### src/rtl/rv32i_pkg.sv
// Shared types and constants for the RV32I front end: fetch state encoding,
// the canonical NOP and the default reset PC.
package rv32i_pkg;

    typedef enum logic [1:0] {
        FETCH = 2'd0,
        WAIT  = 2'd1,
        VALID = 2'd2,
        DROP  = 2'd3
    } fetch_state_e;

    localparam logic [31:0] NOP_INSTR        = 32'h0000_0013;
    localparam logic [31:0] DEFAULT_RESET_PC = 32'h0000_0000;

    // Sequential successor; the carry out of bit 31 is dropped so 0xFFFF_FFFC wraps to 0.
    function automatic logic [31:0] seq_pc(input logic [31:0] pc);
        return pc + 32'd4;
    endfunction

endpackage

### src/rtl/fetch_pc_target.sv
// Redirect target generator: combines the execute-stage jump/branch controls
// into a single redirect flag and a priority-resolved target address.
module pc_target #(
    parameter int ADDR_W = 32
) (
    input  logic              br_taken,
    input  logic              jal,
    input  logic              jalr,
    input  logic [ADDR_W-1:0] br_pc,
    input  logic [ADDR_W-1:0] br_imm,
    input  logic [ADDR_W-1:0] jalr_rs1,
    output logic              redirect,
    output logic [ADDR_W-1:0] target
);

    logic [ADDR_W-1:0] pc_rel;
    logic [ADDR_W-1:0] reg_rel;

    assign pc_rel  = br_pc + br_imm;
    assign reg_rel = jalr_rs1 + br_imm;

    // jalr wins over jal and br_taken; jal and br_taken share the PC-relative adder.
    always_comb begin
        redirect = jalr | jal | br_taken;
        target   = pc_rel;
        if (jalr) begin
            target = {reg_rel[ADDR_W-1:1], 1'b0};
        end
    end

endmodule

### src/rtl/fetch_pc.sv
// PC register and single-outstanding instruction fetch sequencer.
// Optional macro FETCH_MISALIGN_TRAP_EN: trap on redirect targets with bit 1 set.
//
// state | meaning
// ------+------------------------------------------------------------
// FETCH | request driven at pc_q, waiting for grant
// WAIT  | request granted, waiting for read data
// VALID | instruction held for decode until if_ready
// DROP  | granted request orphaned by a redirect; swallow its rvalid
module fetch_pc
    import rv32i_pkg::*;
#(
    parameter logic [31:0] RESET_PC = DEFAULT_RESET_PC,
    parameter int          ADDR_W   = 32
) (
    input  logic              clk,
    input  logic              rst_n,
    input  logic              br_taken,
    input  logic              jal,
    input  logic              jalr,
    input  logic [ADDR_W-1:0] br_pc,
    input  logic [ADDR_W-1:0] br_imm,
    input  logic [ADDR_W-1:0] jalr_rs1,
    output logic              imem_req,
    output logic [ADDR_W-1:0] imem_addr,
    input  logic              imem_gnt,
    input  logic              imem_rvalid,
    input  logic [31:0]       imem_rdata,
    output logic              if_valid,
    input  logic              if_ready,
    output logic [ADDR_W-1:0] if_pc,
    output logic [31:0]       if_instr
`ifdef FETCH_MISALIGN_TRAP_EN
    ,
    output logic              trap_valid,
    output logic [ADDR_W-1:0] trap_tval
`endif
);

    localparam logic [ADDR_W-1:0] WORD_MASK = {{(ADDR_W-2){1'b1}}, 2'b00};

    fetch_state_e      state_q;
    fetch_state_e      state_d;
    logic [ADDR_W-1:0] pc_q;
    logic [ADDR_W-1:0] pc_d;
    logic              redirect;
    logic [ADDR_W-1:0] target;
    logic [ADDR_W-1:0] pc_redirect;
    logic              target_bad;
    logic              capture;

    pc_target #(
        .ADDR_W (ADDR_W)
    ) u_pc_target (
        .br_taken (br_taken),
        .jal      (jal),
        .jalr     (jalr),
        .br_pc    (br_pc),
        .br_imm   (br_imm),
        .jalr_rs1 (jalr_rs1),
        .redirect (redirect),
        .target   (target)
    );

`ifdef FETCH_MISALIGN_TRAP_EN
    assign target_bad  = target[1];
    assign pc_redirect = target;
`else
    assign target_bad  = 1'b0;
    assign pc_redirect = target & WORD_MASK;
`endif

    // Only a response to a live (non-redirected) request is handed to decode.
    assign capture = (state_q == WAIT) && imem_rvalid && !redirect;

    always_ff @(posedge clk or negedge rst_n) begin
        if (!rst_n) begin
            state_q <= FETCH;
        end else begin
            state_q <= state_d;
        end
    end

    always_comb begin
        state_d = state_q;
        case (state_q)
            FETCH: begin
                if (imem_gnt) begin
                    state_d = redirect ? DROP : WAIT;
                end
            end
            WAIT: begin
                if (redirect) begin
                    state_d = imem_rvalid ? FETCH : DROP;
                end else if (imem_rvalid) begin
                    state_d = VALID;
                end
            end
            VALID: begin
                if (redirect || if_ready) begin
                    state_d = FETCH;
                end
            end
            DROP: begin
                if (imem_rvalid) begin
                    state_d = FETCH;
                end
            end
            default: state_d = FETCH;
        endcase
    end

    // Request is held low while reset is asserted even though state sits at FETCH.
    always_comb begin
        imem_req  = (state_q == FETCH) && rst_n;
        imem_addr = pc_q;
        if_valid  = (state_q == VALID);
    end

    always_comb begin
        pc_d = pc_q;
        if (redirect) begin
            if (!target_bad) begin
                pc_d = pc_redirect;
            end
        end else if (capture) begin
            pc_d = seq_pc(pc_q);
        end
    end

    always_ff @(posedge clk or negedge rst_n) begin
        if (!rst_n) begin
            pc_q     <= RESET_PC;
            if_pc    <= RESET_PC;
            if_instr <= NOP_INSTR;
        end else begin
            pc_q <= pc_d;
            if (capture) begin
                if_pc    <= pc_q;
                if_instr <= imem_rdata;
            end
        end
    end

`ifdef FETCH_MISALIGN_TRAP_EN
    always_ff @(posedge clk or negedge rst_n) begin
        if (!rst_n) begin
            trap_valid <= 1'b0;
            trap_tval  <= '0;
        end else begin
            trap_valid <= redirect && target_bad;
            if (redirect && target_bad) begin
                trap_tval <= target;
            end
        end
    end
`endif

endmodule
### config.mk
export PLATFORM = sky130hd
export DESIGN_NAME = fetch_pc
export DESIGN_NICKNAME = d
export VERILOG_FILES = /design/src/rtl/rv32i_pkg.sv /design/src/rtl/fetch_pc_target.sv /design/src/rtl/fetch_pc.sv
export SDC_FILE = /design/constraint.sdc
export NUM_CORES = 1
export LEC_CHECK = 0
export ABC_AREA = 1
export BUFFER_PORTS_ARGS = -buffer_cell sky130_fd_sc_hd__buf_2
export CORE_ASPECT_RATIO = 0.75
export CORE_UTILIZATION = 50
export CTS_BUF_LIST = sky130_fd_sc_hd__clkbuf_16
export DETAILED_ROUTE_END_ITERATION = 6
export PLACE_DENSITY = 0.88
export SYNTH_ARGS = -nofsm -noshare
export SYNTH_HDL_FRONTEND = slang
export SYNTH_HIERARCHICAL = 1
export SYNTH_SLANG_ARGS = --single-unit
### constraint.sdc
create_clock -name clk -period 1.23 [get_ports clk]
set_input_delay 0.0615 -clock clk [delete_from_list [all_inputs] [get_ports clk]]
set_output_delay 0.0615 -clock clk [all_outputs]
set_load 0.005 [all_outputs]
==> results of run 1 <==
[routing by layer]
layer / GRT usage (%) / GRT overflow
met2: 97.9 / 114
met3: 74.2 / 14
met4: 89.0 / 84
met1: 83.0 / 8
met5: 55.6 / 5
[timing repair]
action	in CTS
buffers inserted	32
endpoints found under the hold margin	123
gates cloned	13
pin swaps	154
gates resized for setup	348
hold buffers	33
setup endpoints to repair	90
[through the flow]
stage          util, %  setup slack [ns]  hold WS (ns)  TNS (ns)
4_1_cts           85.9            -0.331        0.0594    -19.58
3_5_place_dp      73.0            -0.875         0.160    -38.26
3_3_place_gp      73.0            -0.817         0.165    -35.94
2_1_floorplan        -            -0.376        -0.234    -16.23
==> reports/qor.csv, run 1 <==
stage,metric,value,unit
placement,placed inst area,0.0137,mm^2
timing,WEP type,sequential cell input,
global_route,GRT Resource Usage Total,85.2,%
global_route,largest net degree at the start of global routing,95,
status,Last stage,5_1_grt,
synthesis,synth warn,6,
global_route,GR Overflow Total,225,
status,outcome,aborted with a tool error,
synthesis,Post-Synthesis Cells,1676,
floorplanning,Die W,163,um
placement,IO buf count,229,
cts,H-tree depth,3,
placement,Post-DP HPWL,30500,um
synthesis,mapped cell area,0.00968,mm^2
placement,placed cells,2361,
floorplanning,I/O pin cnt,234,
cts,CTS max path bufs,2,
floorplanning,Die Span Y,123,um
placement,gp weighted congestion,0.966,
status,Error,[ERROR GRT-0232] Routing congestion too high. Check the congestion heatmap in the GUI.,
cts,CTS buffer count,9,
floorplanning,row count,43,
cts,CTS root buffer,clkbuf_16,
synthesis,"Avg Cell Area, Syn",5.78,um^2
cts,total clock sinks,94,
floorplanning,initial core utilization,51.7,%
timing,Worst EP post-GRT repair,imem_addr[18]$_DFFE_PN0P_/D,
==> inputs of run 2 (changes only) <==
- CORE_ASPECT_RATIO: 0.75 -> not set
- CORE_UTILIZATION: 50 -> 40
- CTS_BUF_LIST: sky130_fd_sc_hd__clkbuf_16 -> not set
- PLACE_DENSITY: 0.88 -> not set
- PLACE_DENSITY_LB_ADDON: not set -> 0.15
- clock period: 1.23 -> 1.6 ns (I/O delays scaled with it)
==> reports/qor.csv, run 2 <==
stage,metric,value,unit
power,P_leak,8.24,nW
cts,CTS buffer count,9,
drt,router iterations before antenna repair,5,
floorplanning,Core ar.,0.0236,mm^2
status,failing checks,negative setup slack,
timing,setup TNS,-0.0000162,ns
cells_and_area,sequential cell area,0.00236,mm^2
drt,Iteration-0 DRC Markers,637,
floorplanning,Die Span Y,158,um
setup_path,crit path max fanout,4,
floorplanning,I/O pin cnt,234,
cts,clk slew on worst S/H paths,0.07,ns
power,Power Dens Cells,814,mW/mm^2
timing,Max Fclk,625,MHz
power,Peak VDD IR,0.717,mV
floorplanning,row count,56,
cells_and_area,antenna cells,0,
placement,IO buf count,229,
cells_and_area,nets@finish,2303,
cells_and_area,post-route cell area,0.0150,mm^2
cells_and_area,Final Non-Filler Cells,2427,
cts,CTS tree,done,
floorplanning,Die W,158,um
timing,final period utilization,100,%
synthesis,mapped cell area,0.00968,mm^2
power,total power,12.2,mW
setup_path,startpoint types,input pin,
synthesis,Post-Synthesis Cells,1676,
timing,skew final,0.0102,ns
cells_and_area,Largest Register,if_instr,
cells_and_area,max reg flops,32,
placement,placed cells,2359,
cells_and_area,fraction of layout cells with a size suffix above 1,38.4,%
global_route,GR Overflow Total,0,
synthesis,synth warn,6,
cts,CTS root buffer,clkbuf_16,
global_route,first-pass GRT wire length,53000,um
placement,placed inst area,0.0124,mm^2
drt,WL/cell,14.7,um
cells_and_area,fillcell total,2153,
cts,CTS max path bufs,2,
status,outcome,"finished, violations left",
cells_and_area,"leading cell type in the layout, fill and taps excluded",nand2_1,
drt,Final ANT Viol Nets,0,
setup_path,Worst Path Arrival,1.83,ns
job,Max Cap Viol,0,
global_route,GRT Resource Usage Total,27.1,%
drt,final WL,35700,um
timing,RSZ-0062 raised after global routing,true,
setup_path,Required @ worst endpoint,1.83,ns
timing,crit path time final,1.60,ns
timing,final worst setup slack,-0.0000162,ns
drt,DR DRC count,0,
cts,Skew-Pair Late Insertion Delay,0.35,ns
hold_path,worst min-delay path class,in -> reg,
timing,Final Setup Violations,1,
floorplanning,die area,0.0248,mm^2
global_route,initial antenna violation count,0,
drt,vias per cell,4.92,
cells_and_area,most frequent cells in the layout,"558 x nand2_1, 253 x inv_1, 213 x buf_2, 165 x buf_4, 139 x nand2_2",
timing,Final Hold Fails,0,
setup_path,endpoint type of the worst setup path,register,
timing,final slew viol count,0,
placement,gp weighted congestion,0.970,
synthesis,"Avg Cell Area, Syn",5.78,um^2
cells_and_area,area of the multi-input gates,0.00785,mm^2
floorplanning,initial core utilization,41.0,%
setup_path,kind of critical path,in -> reg,
placement,Post-DP HPWL,27700,um
cells_and_area,area grow syn2layout,55.1,%
cts,H-tree depth,3,
cts,total clock sinks,94,
global_route,largest net degree at the start of global routing,81,
global_route,vias in the first global route,10799,
drt,total number of vias,11937,
[run 2: per-stage QoR]
stage	util, %	hold slack (ns)	setup WS [ns]
floorplan	-	-0.216	-0.0372
global placement	52.3	-0.0508	-0.727
detailed placement	52.3	-0.0488	-0.731
CTS	56.9	0.0994	-0.0225
global route	63.6	0.125	-0.0813
finish	63.6	0.111	-0.0000162
[run 2: area by class of cell]
type,instances,share of cell area (%)
Inverter,277,6.97
Sequential cell,94,15.7
Clock inverter,6,0.500
Multi-Input combinational cell,1275,52.2
Tap cell,319,2.66
Timing Repair Buffer,446,20.3
Clock buffer,10,1.59
[run 2: timing repair]
action / CTS / global route
setup endpoints to repair: 22 / 25
setup buffers: 3 / 16
gates resized for setup: 80 / 369
hold buffers: 33 / 0
cloned: 0 / 0
pin swaps: 16 / 125
endpoints found under the hold margin: 125 / 0
[run 2: worst paths after layout]
kind	from	to	slack [ns]	cells after the start
min in group asynchronous	rst_n	if_pc[3]	0.14	2
hold reg to reg	if_instr[4]	if_instr[4]	0.47	2
max in group asynchronous	rst_n	if_instr[0]	0.73	3
hold / removal	if_ready	state_q[1]	0.11	4
setup reg to reg	imem_addr[4]	imem_addr[21]	0.06	9
setup / recovery	br_imm[11]	imem_addr[30]	-0.00002	18
[run 2: layer usage]
layer / GRT usage, % / vias up / routed length [um]
met5: 0 / - / 0
met2: 47.2 / 406 / 17300
met1: 36.1 / 5451 / 15700
met4: 6.70 / 0 / 849
met3: 2.11 / 59 / 1910
li1: - / 6021 / -
[run 2: critical path: stages]
cell	delay, ns
buf_8	0.11
buf_6	0.11
ha_4	0.27
buf_6	0.12
nand2_4	0.07
inv_4	0.08
nand2_4	0.06
nor3_4	0.17
nand2_2	0.10
nand2_4	0.10
nand2_2	0.06
nand2_1	0.06
nand2_1	0.06
nand3_2	0.07
nand2_1	0.06
nand2_1	0.06
o21ai_1	0.05
nand3b_1	0.14
[run 2: power by group]
| group | internal (mW) | total (mW) | switching (mW) |
|---|---|---|---|
| logic | 2.81 | 6.19 | 3.38 |
| clock network | 1.28 | 2.23 | 0.948 |
| registers | 3.23 | 3.81 | 0.579 |
No activity file was read; power rests on OpenSTA's default activity.
